`src/rtl/uart_tx_arbiter.sv`:
```
// Two-source byte arbiter in front of a UART transmitter.
// Round-robin grant with per-grant burst limit and combinational byte pass-through.
module uart_tx_arbiter #(
  parameter int unsigned MAX_BURST = 16
) (
  input  logic       clk48,
  input  logic       rstn,
  input  logic       en,
  input  logic [7:0] s0_data,
  input  logic       s0_valid,
  input  logic       s0_last,
  output logic       s0_ready,
  input  logic [7:0] s1_data,
  input  logic       s1_valid,
  input  logic       s1_last,
  output logic       s1_ready,
  output logic [7:0] m_data,
  output logic       m_valid,
  input  logic       m_ready,
  output logic [1:0] grant,
  output logic       busy
);

  localparam logic [1:0] IDLE = 2'b00;
  localparam logic [1:0] G0   = 2'b01;
  localparam logic [1:0] G1   = 2'b10;

  localparam logic [7:0] LAST_BEAT = 8'(MAX_BURST - 1);

  logic [1:0] state_reg, state_next;
  logic       lsp_reg, lsp_next;
  logic [7:0] bcnt_reg, bcnt_next;

  logic       hold_valid;
  logic       hold_last;
  logic       other_valid;
  logic       xfer;
  logic       release_now;

  // Holder-relative views of the two request ports.
  always_comb begin
    hold_valid  = 1'b0;
    hold_last   = 1'b0;
    other_valid = 1'b0;
    case (state_reg)
      G0: begin
        hold_valid  = s0_valid;
        hold_last   = s0_last;
        other_valid = s1_valid;
      end
      G1: begin
        hold_valid  = s1_valid;
        hold_last   = s1_last;
        other_valid = s0_valid;
      end
      default: ;
    endcase
  end

  assign xfer        = (state_reg != IDLE) && hold_valid && m_ready;
  assign release_now = xfer && (hold_last || (bcnt_reg == LAST_BEAT));

  always_comb begin
    state_next = state_reg;
    bcnt_next  = bcnt_reg;
    case (state_reg)
      IDLE: begin
        bcnt_next = 8'd0;
        if (en) begin
          if (s0_valid && (!s1_valid || lsp_reg)) begin
            state_next = G0;
          end else if (s1_valid) begin
            state_next = G1;
          end
        end
      end
      G0, G1: begin
        if (release_now) begin
          bcnt_next = 8'd0;
          // The holder's valid is necessarily high on the releasing beat, so an
          // immediate re-grant is only taken when its packet is still open.
          if (other_valid && en) begin
            state_next = (state_reg == G0) ? G1 : G0;
          end else if (!hold_last && en) begin
            state_next = state_reg;
          end else begin
            state_next = IDLE;
          end
        end else if (xfer) begin
          bcnt_next = bcnt_reg + 8'd1;
        end
      end
      default: begin
        state_next = IDLE;
        bcnt_next  = 8'd0;
      end
    endcase
  end

  always_comb begin
    lsp_next = lsp_reg;
    if (state_next == G0) begin
      lsp_next = 1'b0;
    end else if (state_next == G1) begin
      lsp_next = 1'b1;
    end
  end

  always_ff @(posedge clk48 or negedge rstn) begin
    if (!rstn) begin
      state_reg <= IDLE;
      lsp_reg   <= 1'b1;
      bcnt_reg  <= 8'd0;
    end else begin
      state_reg <= state_next;
      lsp_reg   <= lsp_next;
      bcnt_reg  <= bcnt_next;
    end
  end

  assign grant = {state_reg == G1, state_reg == G0};
  assign busy  = (state_reg != IDLE);

  // Zero-latency byte path from the current holder to the transmitter.
  always_comb begin
    m_data   = 8'h00;
    m_valid  = 1'b0;
    s0_ready = 1'b0;
    s1_ready = 1'b0;
    case (state_reg)
      G0: begin
        m_data   = s0_data;
        m_valid  = s0_valid;
        s0_ready = m_ready;
      end
      G1: begin
        m_data   = s1_data;
        m_valid  = s1_valid;
        s1_ready = m_ready;
      end
      default: ;
    endcase
  end

endmodule

```
`config.mk`:
```
export PLATFORM = sky130hd
export DESIGN_NAME = uart_tx_arbiter
export DESIGN_NICKNAME = d
export VERILOG_FILES = /design/src/rtl/uart_tx_arbiter.sv
export SDC_FILE = /design/constraint.sdc
export NUM_CORES = 1
export LEC_CHECK = 0
export CAP_MARGIN = 20
export CORE_UTILIZATION = 41
export CTS_CLUSTER_SIZE = 28
export DETAILED_ROUTE_END_ITERATION = 10
export GPL_TIMING_DRIVEN = 0
export PLACE_DENSITY_LB_ADDON = 0.15
export SYNTH_ARGS = -nofsm -noshare
export SYNTH_HDL_FRONTEND = slang
export SYNTH_SLANG_ARGS = --single-unit
```
`constraint.sdc`:
```
create_clock -name clk48 -period 2.7 [get_ports clk48]
set_input_delay 0.27 -clock clk48 [delete_from_list [all_inputs] [get_ports clk48]]
set_output_delay 0.27 -clock clk48 [all_outputs]
set_load 0.02 [all_outputs]
```
==> results of run 1 <==
-- routing by layer --
layer	share of wire	global-route usage	up-vias
li1	-	-	486
met1	0.45	0.276	451
met2	0.47	0.401	23
met3	0.058	0.0692	7
met4	0.015	0.0686	0
met5	0	0	-
-- report_power, final --
group          leakage (nW)  total [mW]  switching [mW]  internal (mW)
clock                0.0150       0.110          0.0524         0.0572
combinational         0.479       0.740           0.425          0.315
sequential            0.148       0.218          0.0264          0.192
-- critical path: cells and delay by family, from the launching register on --
kind                       cells  cell delay, ns
DFF                            1            0.43
and+or+nand+nor                1            0.12
buffers and inverters          4            1.10
adders and majority gates      1            0.40
-- cells by family (layout without fill, tap and decap cells) --
logic type               after synthesis  after routing  share of synthesized area
AND/OR/NAND/NOR                       43             43                      0.238
flip-flops                            11             11                      0.313
XOR/XNOR                               3              3                     0.0298
AO/OA/AOI/OAI                         32             32                      0.275
multiplexers                           1              1                     0.0113
buffers and inverters                 11             52                     0.0468
adder cells (fa/ha/maj)                6              6                     0.0851
-- final timing paths --
kind / from / end / slack, ns / depth (start not counted)
setup reg to reg: state_reg[0]$_DFF_PN0_ / lsp_reg$_DFFE_PN1P_ / 0.13 / 8
min in group clk48: lsp_reg$_DFFE_PN1P_ / lsp_reg$_DFFE_PN1P_ / 0.50 / 2
hold reg to reg: lsp_reg$_DFFE_PN1P_ / lsp_reg$_DFFE_PN1P_ / 0.50 / 2
setup / recovery: state_reg[0]$_DFF_PN0_ / m_valid / 0.11 / 6
hold / removal: rstn / bcnt_reg[5]$_DFFE_PN0P_ / 0.32 / 1
max in group asynchronous: rstn / lsp_reg$_DFFE_PN1P_ / 2.02 / 1
-- area by class of cell --
class,count,area share
multi-input cells,85,0.426
clock buffers,4,0.0196
repair buffers,37,0.291
well taps,27,0.0251
inverters,8,0.0233
flip-flops and latches,11,0.206
plain buffers,3,0.0102
-- layout by cell type (no fill, tap or decap), drive strengths merged, types with 3 or more instances in the layout --
cell            n
nand2          10
nor2           12
a211oi          5
dlymetal6s2s    8
nand3           4
a22oi           9
ha              6
o221ai          3
inv             7
clkbuf          7
xnor2           3
clkdlybuf4s50  29
nor3            4
a21oi           5
dfrtp          10
-- what timing repair did --
action | 4_1_cts | 5_1_grt
resized for setup | 2 | 12
hold endpoints to repair | 0 | 0
endpoints found under the setup margin | 9 | 11
pin swaps | 0 | 0
-- metrics by stage --
stage	TNS [ns]	setup WS [ns]	instance area [um2]	hold slack, ns
2_1_floorplan	0	0.315	882	-0.0256
5_1_grt	-0.0643	-0.0394	1340	0.347
3_5_place_dp	0	0.0357	1290	0.500
4_1_cts	0	0.00654	1320	0.335
6_report	0	0.112	1340	0.322
3_3_place_gp	0	0.157	1290	0.477
==> metrics.md, run 1 <==
| Metric | Value |
|---|---|
| P&R area growth vs syn | `52.3%` |
| Most frequent cell after synthesis | `nor2_1` |
| Async SR Flop Fraction | `1.00` |
| Layout cells sized above 1 | `0.0811` |
| Cells after Synth | `107` |
| Fill cells | `181` |
| Max H-tree Level | `1` |
| Initial core utilization | `0.441` |
| Max-slew violations | `0` |
| Worst Max-Slew Pin Slew | `0.521 ns` |
| Final min period | `2.59 ns` |
| Max-Slew Margin vs Limit | `0.653` |
| DP HPWL | `1890 um` |
| Seq/Total Area, Yosys | `0.313` |
| IO Count | `38` |
| # setup viols final | `0` |
| Top-area cell type share of the netlist area | `0.284` |
| Hold_buf cts | `0` |
| Leading area contributor after synthesis | `dfrtp_1` |
| Per-cell routed wire length | `13.9 um` |
| CP required | `2.43 ns` |
| RSZ-0062 raised after global routing | `yes` |
| Post-Syn Area | `882 um2` |
| Critical-path top delay cell | `clkdlybuf4s50_1` |
| Power Dens Cells | `795 nW/um2` |
| Vias/cell | `5.53` |
| Vias in the first global route | `957` |
| Critical path class | `reg -> out` |
| DRT Pass-1 Iters | `4` |
| Max-cap violations | `0` |
| Iter 0 DRT Violations | `18` |
| CTS buffer count | `3` |
| Post-synth EDFFs | `0` |
| Clk root buf | `clkbuf_4` |
| Post-synth cell types | `34` |
| Crit-path cells | `inv_1, ha_2, clkinv_2, clkbuf_2, nor2_1, clkdlybuf4s50_1` |
| Crit path largest cell delay | `0.62 ns` |
| Critical Path Sink Type | `output pin` |
| Crit-path max FO | `10` |
| Post-CTS setup buffers | `0` |
| Post-route ant nets | `0` |
| N_diodes | `0` |
| Hold Crit Class | `in -> async` |
| Startpoint Class | `flop` |
| DR vias | `967` |
| Max Clk Rate | `0.386 GHz` |
| Clock Tree Buf Depth | `2` |
| Num Clock Sinks | `11` |
| Largest register FFs | `8` |
| Warnings, synthesis | `0` |
| Chip height | `48.4 um` |
| Clock-pin slew on the worst setup and hold paths | `0.07 ns` |
| Largest net degree at the start of global routing | `12` |
| Status | `completed` |
| Final net count | `179` |
| Post-Place Cells | `171` |
| Avg Cell Area, Syn | `8.24 um2` |
| Area occupied by multi-input gates | `572 um2` |
| Peak supply drop | `0.000610 V` |
| Tcrit/Tclk final | `0.959` |
| Syn_nets | `137` |
| Fin. Hold Viols | `0` |
| Placer Congestion | `0.792` |
| WL final | `2430 um` |
| Global route overflow | `0` |
| Rows | `16` |
| Clk_lat worst skew | `0.27 ns` |
| Worst Clk Skew | `0.00862 ns` |
| Final core utilization | `0.671` |
| Port Buffers | `37` |
| Top cells by count, synth | `12 x nor2_1, 10 x dfrtp_1, 10 x nand2_1` |
| First-pass GRT wire length | `4220 um` |
| Total Power | `1.07 mW` |
| Total track usage | `0.232` |
| Core Footprint | `2000 um2` |
| Flops & latches, synth | `11` |
| Main synth FF type | `dfrtp_1` |
| Leak | `0.642 nW` |
| Worst Path Arrival | `2.32 ns` |
| Ranking of synthesized cells by area | `dfrtp_1 28%, ha_1 8.5%, a22oi_1 6.8%, nor2_1 5.1%, a211oi_1 4.3%` |
| Initial antenna violation count | `0` |
| Die Area | `2340 um2` |
| Post-route DRC violation count | `0` |
| Non-Filler Instances | `175` |
| CTS tree | `yes` |
| Register area | `277 um2` |
| Chip width | `48.4 um` |
No activity file was read; power rests on OpenSTA's default activity.
==> run 2: changes to the inputs <==
--- a/config.mk
+++ b/config.mk
@@ -6,6 +6,7 @@
 export NUM_CORES = 1
 export LEC_CHECK = 0
 export CAP_MARGIN = 20
+export CORE_MARGIN = 2
 export CORE_UTILIZATION = 41
 export CTS_CLUSTER_SIZE = 28
 export DETAILED_ROUTE_END_ITERATION = 10
==> metrics.md, run 2 (synthesis gave the netlist of run 1 again) <==
| Metric | Value |
|---|---|
| Fill cells | `175 (-3.3%)` |
| Clock-pin slew on the worst setup and hold paths | `0.07 ns (about the same)` |
| Non-Filler Instances | `175 (unchanged)` |
| RR Startpoint | `state_reg[1]$_DFF_PN0_` |
| Post-route DRC violation count | `0 (unchanged)` |
| Peak supply drop | `0.000613 V (+0.45%)` |
| Gate power share | `0.695 (+0.002)` |
| Total Power | `1.09 mW (+2.0%)` |
| Post-CTS setup buffers | `0 (unchanged)` |
| Tcrit/Tclk final | `0.952 (-0.00694)` |
| Initial core utilization | `0.441 (unchanged)` |
| DR vias | `997 (+3.1%)` |
| Die Area | `2540 um2 (+8.4%)` |
| # setup viols final | `0 (unchanged)` |
| Clk root buf | `clkbuf_4` |
| Final net count | `179 (unchanged)` |
| Worst Clk Skew | `0.00277 ns (-0.00584 ns)` |
| Power Dens Cells | `818 nW/um2 (+2.9%)` |
| Worst flop-to-flop path endpoint | `lsp_reg$_DFFE_PN1P_` |
| Most used cells in the layout excluding fill and tap cells | `35 x clkdlybuf4s50_1, 12 x nor2_1, 10 x nand2_1, 9 x dfrtp_1, 8 x a22oi_1` |
| Clock network power share | `0.103 (about the same)` |
| Chip width | `50.4 um (+4.1%)` |
| First-pass GRT wire length | `4400 um (+4.3%)` |
| Critical-path top delay cell | `clkdlybuf4s50_1` |
| CP required | `2.43 ns (about the same)` |
| Fin. Hold Viols | `0 (unchanged)` |
| Max-slew violations | `0 (unchanged)` |
| Max Clk Rate | `0.389 GHz (+0.73%)` |
| Buf/Inv on CP | `4 (unchanged)` |
| Startpoint Class | `flop` |
| Max-Slew Margin vs Limit | `0.683 (+0.0304)` |
| CTS tree | `yes` |
| Final min period | `2.57 ns (-0.0187 ns)` |
| Port Buffers | `37 (unchanged)` |
| Critical path class | `reg -> out` |
| Commonest non-fill, non-tap cell in the layout | `clkdlybuf4s50_1` |
| Delay-heaviest family, CP | `buffers and inverters` |
| Initial antenna violation count | `0 (unchanged)` |
| Setup TNS | `0 ns (unchanged)` |
| Final core utilization | `0.665 (-0.00625)` |
| Vias/cell | `5.70 (+3.1%)` |
| Rows | `16 (unchanged)` |
| N_diodes | `0 (unchanged)` |
| Hold_buf cts | `0 (unchanged)` |
| Max-cap violations | `0 (unchanged)` |
| Core Footprint | `2000 um2 (unchanged)` |
| Largest register FFs | `8 (unchanged)` |
| Post-route ant nets | `0 (unchanged)` |
| Status | `completed` |
| Clk_lat worst skew | `0.27 ns (about the same)` |
| Crit path largest cell delay | `0.62 ns (about the same)` |
| DRT Pass-1 Iters | `4 (unchanged)` |
| Vias in the first global route | `992 (+3.7%)` |
| Global route overflow | `0 (unchanged)` |
| Num Clock Sinks | `11 (unchanged)` |
| Iter 0 DRT Violations | `16 (-2)` |
| WL final | `2470 um (+1.6%)` |
| CTS buffer count | `3 (unchanged)` |
| Worst Path Arrival | `2.30 ns (-0.02 ns)` |
| Hold Crit Class | `in -> async` |
| Net Sw Frac | `0.472 (+0.000576)` |
| P&R area growth vs syn | `50.9%` |
| Per-cell routed wire length | `14.1 um (+1.6%)` |
| Post-Place Cells | `171 (unchanged)` |
| Leak | `0.541 nW (-16%)` |
| Sequential power share | `0.202 (-0.002)` |
| Critical Path Sink Type | `output pin` |
| Largest net degree at the start of global routing | `12 (unchanged)` |
| Max H-tree Level | `1 (unchanged)` |
| Worst Max-Slew Pin Slew | `0.473 ns (-0.0471 ns)` |
| Total track usage | `0.220 (-0.0114)` |
| Placer Congestion | `0.821 (+3.6%)` |
| Switch Pwr | `514 uW (+2.1%)` |
| Clock Tree Buf Depth | `2 (unchanged)` |
| DP HPWL | `1940 um (+2.6%)` |
| Layout cells sized above 1 | `0.0946 (+0.0135)` |
| Crit-path max FO | `10 (unchanged)` |
| IO Count | `38 (unchanged)` |
| Chip height | `50.4 um (+4.1%)` |
| Crit-path cells | `inv_1, ha_2, clkinv_2, clkbuf_2, nor2_1, clkdlybuf4s50_1` |
| Internal power | `574 uW (+1.9%)` |
| Worst R2R Setup Slack | `0.14 ns (about the same)` |
| RSZ-0062 raised after global routing | `no` |
| Worst R2R Path Depth | `8 (unchanged)` |
==> run 2: cell type report <==
class	instances	area [um2]	area share
flip-flops and latches	11	278	0.209
plain buffers	3	15.0	0.0113
inverters	8	31.3	0.0235
multi-input cells	85	572	0.430
well taps	27	33.8	0.0254
repair buffers	37	375	0.282
clock buffers	4	26.3	0.0197
==> run 2: stage by stage <==
stage / setup WS [ns] / hold WS (ns) / cell area [um2]
after detailed placement: 0.0178 / 0.503 / 1290
final: 0.131 / 0.320 / 1330
after CTS: 0.0121 / 0.346 / 1320
after global routing: 0.000168 / 0.364 / 1330
after floorplan: 0.315 / -0.0256 / 882
after global placement: 0.152 / 0.477 / 1290
==> run 2: worst max path at each step <==
stage / startpoint / endpoint / slack [ns] / depth (start not counted)
6_report: state_reg[1]$_DFF_PN0_ / m_data[7] / 0.13 / 6
5_1_grt: state_reg[1]$_DFF_PN0_ / m_data[7] / 0.0002 / 6
4_1_cts: state_reg[0]$_DFF_PN0_ / m_data[7] / 0.01 / 6
3_5_place_dp: state_reg[0]$_DFF_PN0_ / lsp_reg$_DFFE_PN1P_ / 0.02 / 8
3_3_place_gp: state_reg[0]$_DFF_PN0_ / lsp_reg$_DFFE_PN1P_ / 0.15 / 8
2_1_floorplan: state_reg[0]$_DFF_PN0_ / lsp_reg$_DFFE_PN1P_ / 0.32 / 8
==> run 2: metal layers <==
layer	up-vias	global-route usage	wire, um
met5	-	0	0
met4	0	0.0360	15
met3	4	0.0625	141
met2	27	0.384	1220
met1	479	0.274	1090
li1	487	-	-
==> run 2: power groups by stage <==
stage	clock network (mW)	logic [mW]	registers, mW
2_1_floorplan	0	0.474	0.212
3_3_place_gp	0	0.721	0.219
3_5_place_dp	0	0.737	0.222
4_1_cts	0.116	0.751	0.220
5_1_grt	0.128	0.833	0.225
6_report	0.112	0.757	0.220
==> run 2: what timing repair did <==
| item | 4_1_cts | 5_1_grt |
|---|---|---|
| endpoints found under the setup margin | 10 | 11 |
| gates resized for setup | 3 | 8 |
| hold endpoints to repair | 0 | 0 |
==> run 3: changes to the inputs <==
--- a/config.mk
+++ b/config.mk
@@ -6,9 +6,11 @@
 export NUM_CORES = 1
 export LEC_CHECK = 0
 export CAP_MARGIN = 20
+export CELL_PAD_IN_SITES_DETAIL_PLACEMENT = 0
+export CELL_PAD_IN_SITES_GLOBAL_PLACEMENT = 1
+export CORE_ASPECT_RATIO = 0.6
 export CORE_MARGIN = 2
-export CORE_UTILIZATION = 41
-export CTS_CLUSTER_SIZE = 28
+export CORE_UTILIZATION = 29
 export DETAILED_ROUTE_END_ITERATION = 10
 export GPL_TIMING_DRIVEN = 0
 export PLACE_DENSITY_LB_ADDON = 0.15
==> metrics.md, run 3 (synthesis gave the netlist of run 1 again) <==
| Metric | Value |
|---|---|
| Largest register FFs | `8 (unchanged)` |
| Vias in the first global route | `891 (-10%)` |
| Final min period | `2.50 ns (-0.0719 ns)` |
| Initial antenna violation count | `0 (unchanged)` |
| Fill cells | `296 (+69%)` |
| Critical-path top delay cell | `dfrtp_1` |
| Placer Congestion | `0.817 (-0.40%)` |
| Chip height | `46.7 um (-7.3%)` |
| Max-cap violations | `0 (unchanged)` |
| Iter 0 DRT Violations | `43 (+27)` |
| Max Clk Rate | `0.400 GHz (+2.9%)` |
| WL final | `2600 um (+5.4%)` |
| Peak supply drop | `0.000392 V (-36%)` |
| Tcrit/Tclk final | `0.925 (-0.0266)` |
| Hold Crit Class | `in -> async` |
| Crit-path max FO | `7 (-3)` |
| DR vias | `968 (-2.9%)` |
| Largest net degree at the start of global routing | `12 (unchanged)` |
| CTS tree | `yes` |
| Worst flop-to-flop path endpoint | `lsp_reg$_DFFE_PN1P_` |
| Total track usage | `0.156 (-0.0642)` |
| Crit path largest cell delay | `0.41 ns (-0.21 ns)` |
| Setup TNS | `0 ns (unchanged)` |
| Chip width | `75.2 um (+49%)` |
| Clock-pin slew on the worst setup and hold paths | `0.05 ns (-0.02 ns)` |
| Max H-tree Level | `1 (unchanged)` |
| IO Count | `38 (unchanged)` |
| Commonest non-fill, non-tap cell in the layout | `clkdlybuf4s50_1` |
| Critical Path Sink Type | `flop` |
| Global route overflow | `0 (unchanged)` |
| Power Dens Cells | `843 nW/um2 (+3.1%)` |
| Worst Clk Skew | `0.00406 ns (+0.00129 ns)` |
| Per-cell routed wire length | `13.8 um (-2.4%)` |
| Post-route DRC violation count | `0 (unchanged)` |
| Clock Tree Buf Depth | `2 (unchanged)` |
| Max-slew violations | `0 (unchanged)` |
| Core Footprint | `2890 um2 (+44%)` |
| Port Buffers | `37 (unchanged)` |
| Total Power | `1.15 mW (+5.9%)` |
| Crit-path cells | `inv_1, ha_4, nand3b_1, or2_2, a211o_1, o221a_2, ha_1, mux2i_1` |
| Die Area | `3510 um2 (+38%)` |
| Register area | `277 um2 (-0.45%)` |
| Critical path class | `reg -> reg` |
| Initial core utilization | `0.305 (-0.135)` |
| Post-route ant nets | `0 (unchanged)` |
| DP HPWL | `2080 um (+6.9%)` |
| DRT Pass-1 Iters | `4 (unchanged)` |
| Num Clock Sinks | `11 (unchanged)` |
| Clk root buf | `clkbuf_8` |
| Final net count | `178 (-0.56%)` |
| RSZ-0062 raised after global routing | `no` |
| Worst R2R Path Depth | `8 (unchanged)` |
| Clk_lat worst skew | `0.24 ns (-0.03 ns)` |
| Leak | `0.513 nW (-5.1%)` |
| Startpoint Class | `flop` |
| First-pass GRT wire length | `4080 um (-7.2%)` |
| CTS buffer count | `3 (unchanged)` |
| N_diodes | `0 (unchanged)` |
| Rows | `15 (-1)` |
| Fin. Hold Viols | `0 (unchanged)` |
| Most used cells in the layout excluding fill and tap cells | `37 x clkdlybuf4s50_1, 12 x nor2_1, 10 x nand2_1, 10 x dfrtp_1, 8 x a22oi_1` |
| Worst R2R Setup Slack | `0.20 ns (+0.06 ns)` |
| Area occupied by multi-input gates | `582 um2 (+1.8%)` |
| RR Startpoint | `state_reg[0]$_DFF_PN0_` |
| Vias/cell | `5.12 (-10%)` |
| Layout cells sized above 1 | `0.0816 (-0.0130)` |
| Worst Max-Slew Pin Slew | `0.512 ns (+0.0390 ns)` |
| # setup viols final | `0 (unchanged)` |
| CP required | `2.87 ns (+0.44 ns)` |
| Status | `completed` |
| Worst Path Arrival | `2.67 ns (+0.37 ns)` |
| Max-Slew Margin vs Limit | `0.657 (-0.0261)` |
| P&R area growth vs syn | `55.0%` |
==> run 3: cell count changes in the layout (fill, tap and decap cells not counted) <==
| cell | previous run | this run |
|---|---|---|
| dfrtp_1 | 9 | 10 |
| ha_2 | 1 | 0 |
| clkbuf_8 | 0 | 3 |
| clkbuf_4 | 3 | 0 |
| ha_4 | 0 | 1 |
| dfrtp_2 | 1 | 0 |
| dlymetal6s2s_1 | 2 | 0 |
| clkbuf_2 | 3 | 2 |
| clkdlybuf4s50_1 | 35 | 37 |
==> run 3: what timing repair did <==
| action | in CTS | in global routing |
|---|---|---|
| gates resized for setup | 1 | 7 |
| hold buffers | 0 | 0 |
| endpoints found under the setup margin | 9 | 11 |
| pin swaps | 0 | 0 |
| setup buffers | 0 | 0 |
==> run 3: worst max-delay path by stage <==
stage / start / end / slack, ns / cells after the start
global placement: state_reg[0]$_DFF_PN0_ / lsp_reg$_DFFE_PN1P_ / 0.09 / 8
finish: state_reg[0]$_DFF_PN0_ / lsp_reg$_DFFE_PN1P_ / 0.20 / 8
global route: state_reg[0]$_DFF_PN0_ / lsp_reg$_DFFE_PN1P_ / 0.05 / 8
floorplan: state_reg[0]$_DFF_PN0_ / lsp_reg$_DFFE_PN1P_ / 0.32 / 8
CTS: state_reg[0]$_DFF_PN0_ / lsp_reg$_DFFE_PN1P_ / 0.002 / 8
detailed placement: state_reg[0]$_DFF_PN0_ / lsp_reg$_DFFE_PN1P_ / 0.04 / 8
==> run 3: per-layer routing <==
layer | wire (um) | share of wire | track usage
met4 | 15 | 0.0058 | 0.0211
met5 | 0 | 0 | 0
met3 | 199 | 0.076 | 0.0569
met1 | 1280 | 0.49 | 0.203
met2 | 1100 | 0.42 | 0.260
==> run 3: area by class of cell <==
cell class / count / area share
repair buffers: 37 / 0.271
inverters: 8 / 0.0229
clock buffers: 4 / 0.0329
well taps: 42 / 0.0384
flip-flops and latches: 11 / 0.202
plain buffers: 2 / 0.00732
multi-input cells: 85 / 0.425
==> run 3: report_power, final <==
group | switching, mW | total, mW | internal (mW)
Clock | 0.0636 | 0.167 | 0.104
Combinational | 0.436 | 0.769 | 0.333
Sequential | 0.0244 | 0.217 | 0.192
==> run 3: critical path: cells and delay by family, from the launching register on <==
family	cells	cell delay [ns]
buf+inv	1	0.13
fa+ha+maj	2	0.61
simple gates	2	0.51
flops	1	0.41
mux	1	0.17
compound gates	2	0.58
==> run 3: stage by stage <==
stage	area, um2	std cells	worst slack [ns]	util	hold WS, ns
final	1370	189	0.203	0.473	0.371
after global routing	1370	189	0.0510	0.473	0.407
after CTS	1350	190	0.00169	0.468	0.381
after detailed placement	1310	186	0.0382	0.452	0.485
after global placement	1310	186	0.0899	0.452	0.476
after floorplan	882	107	0.315	-	-0.0256
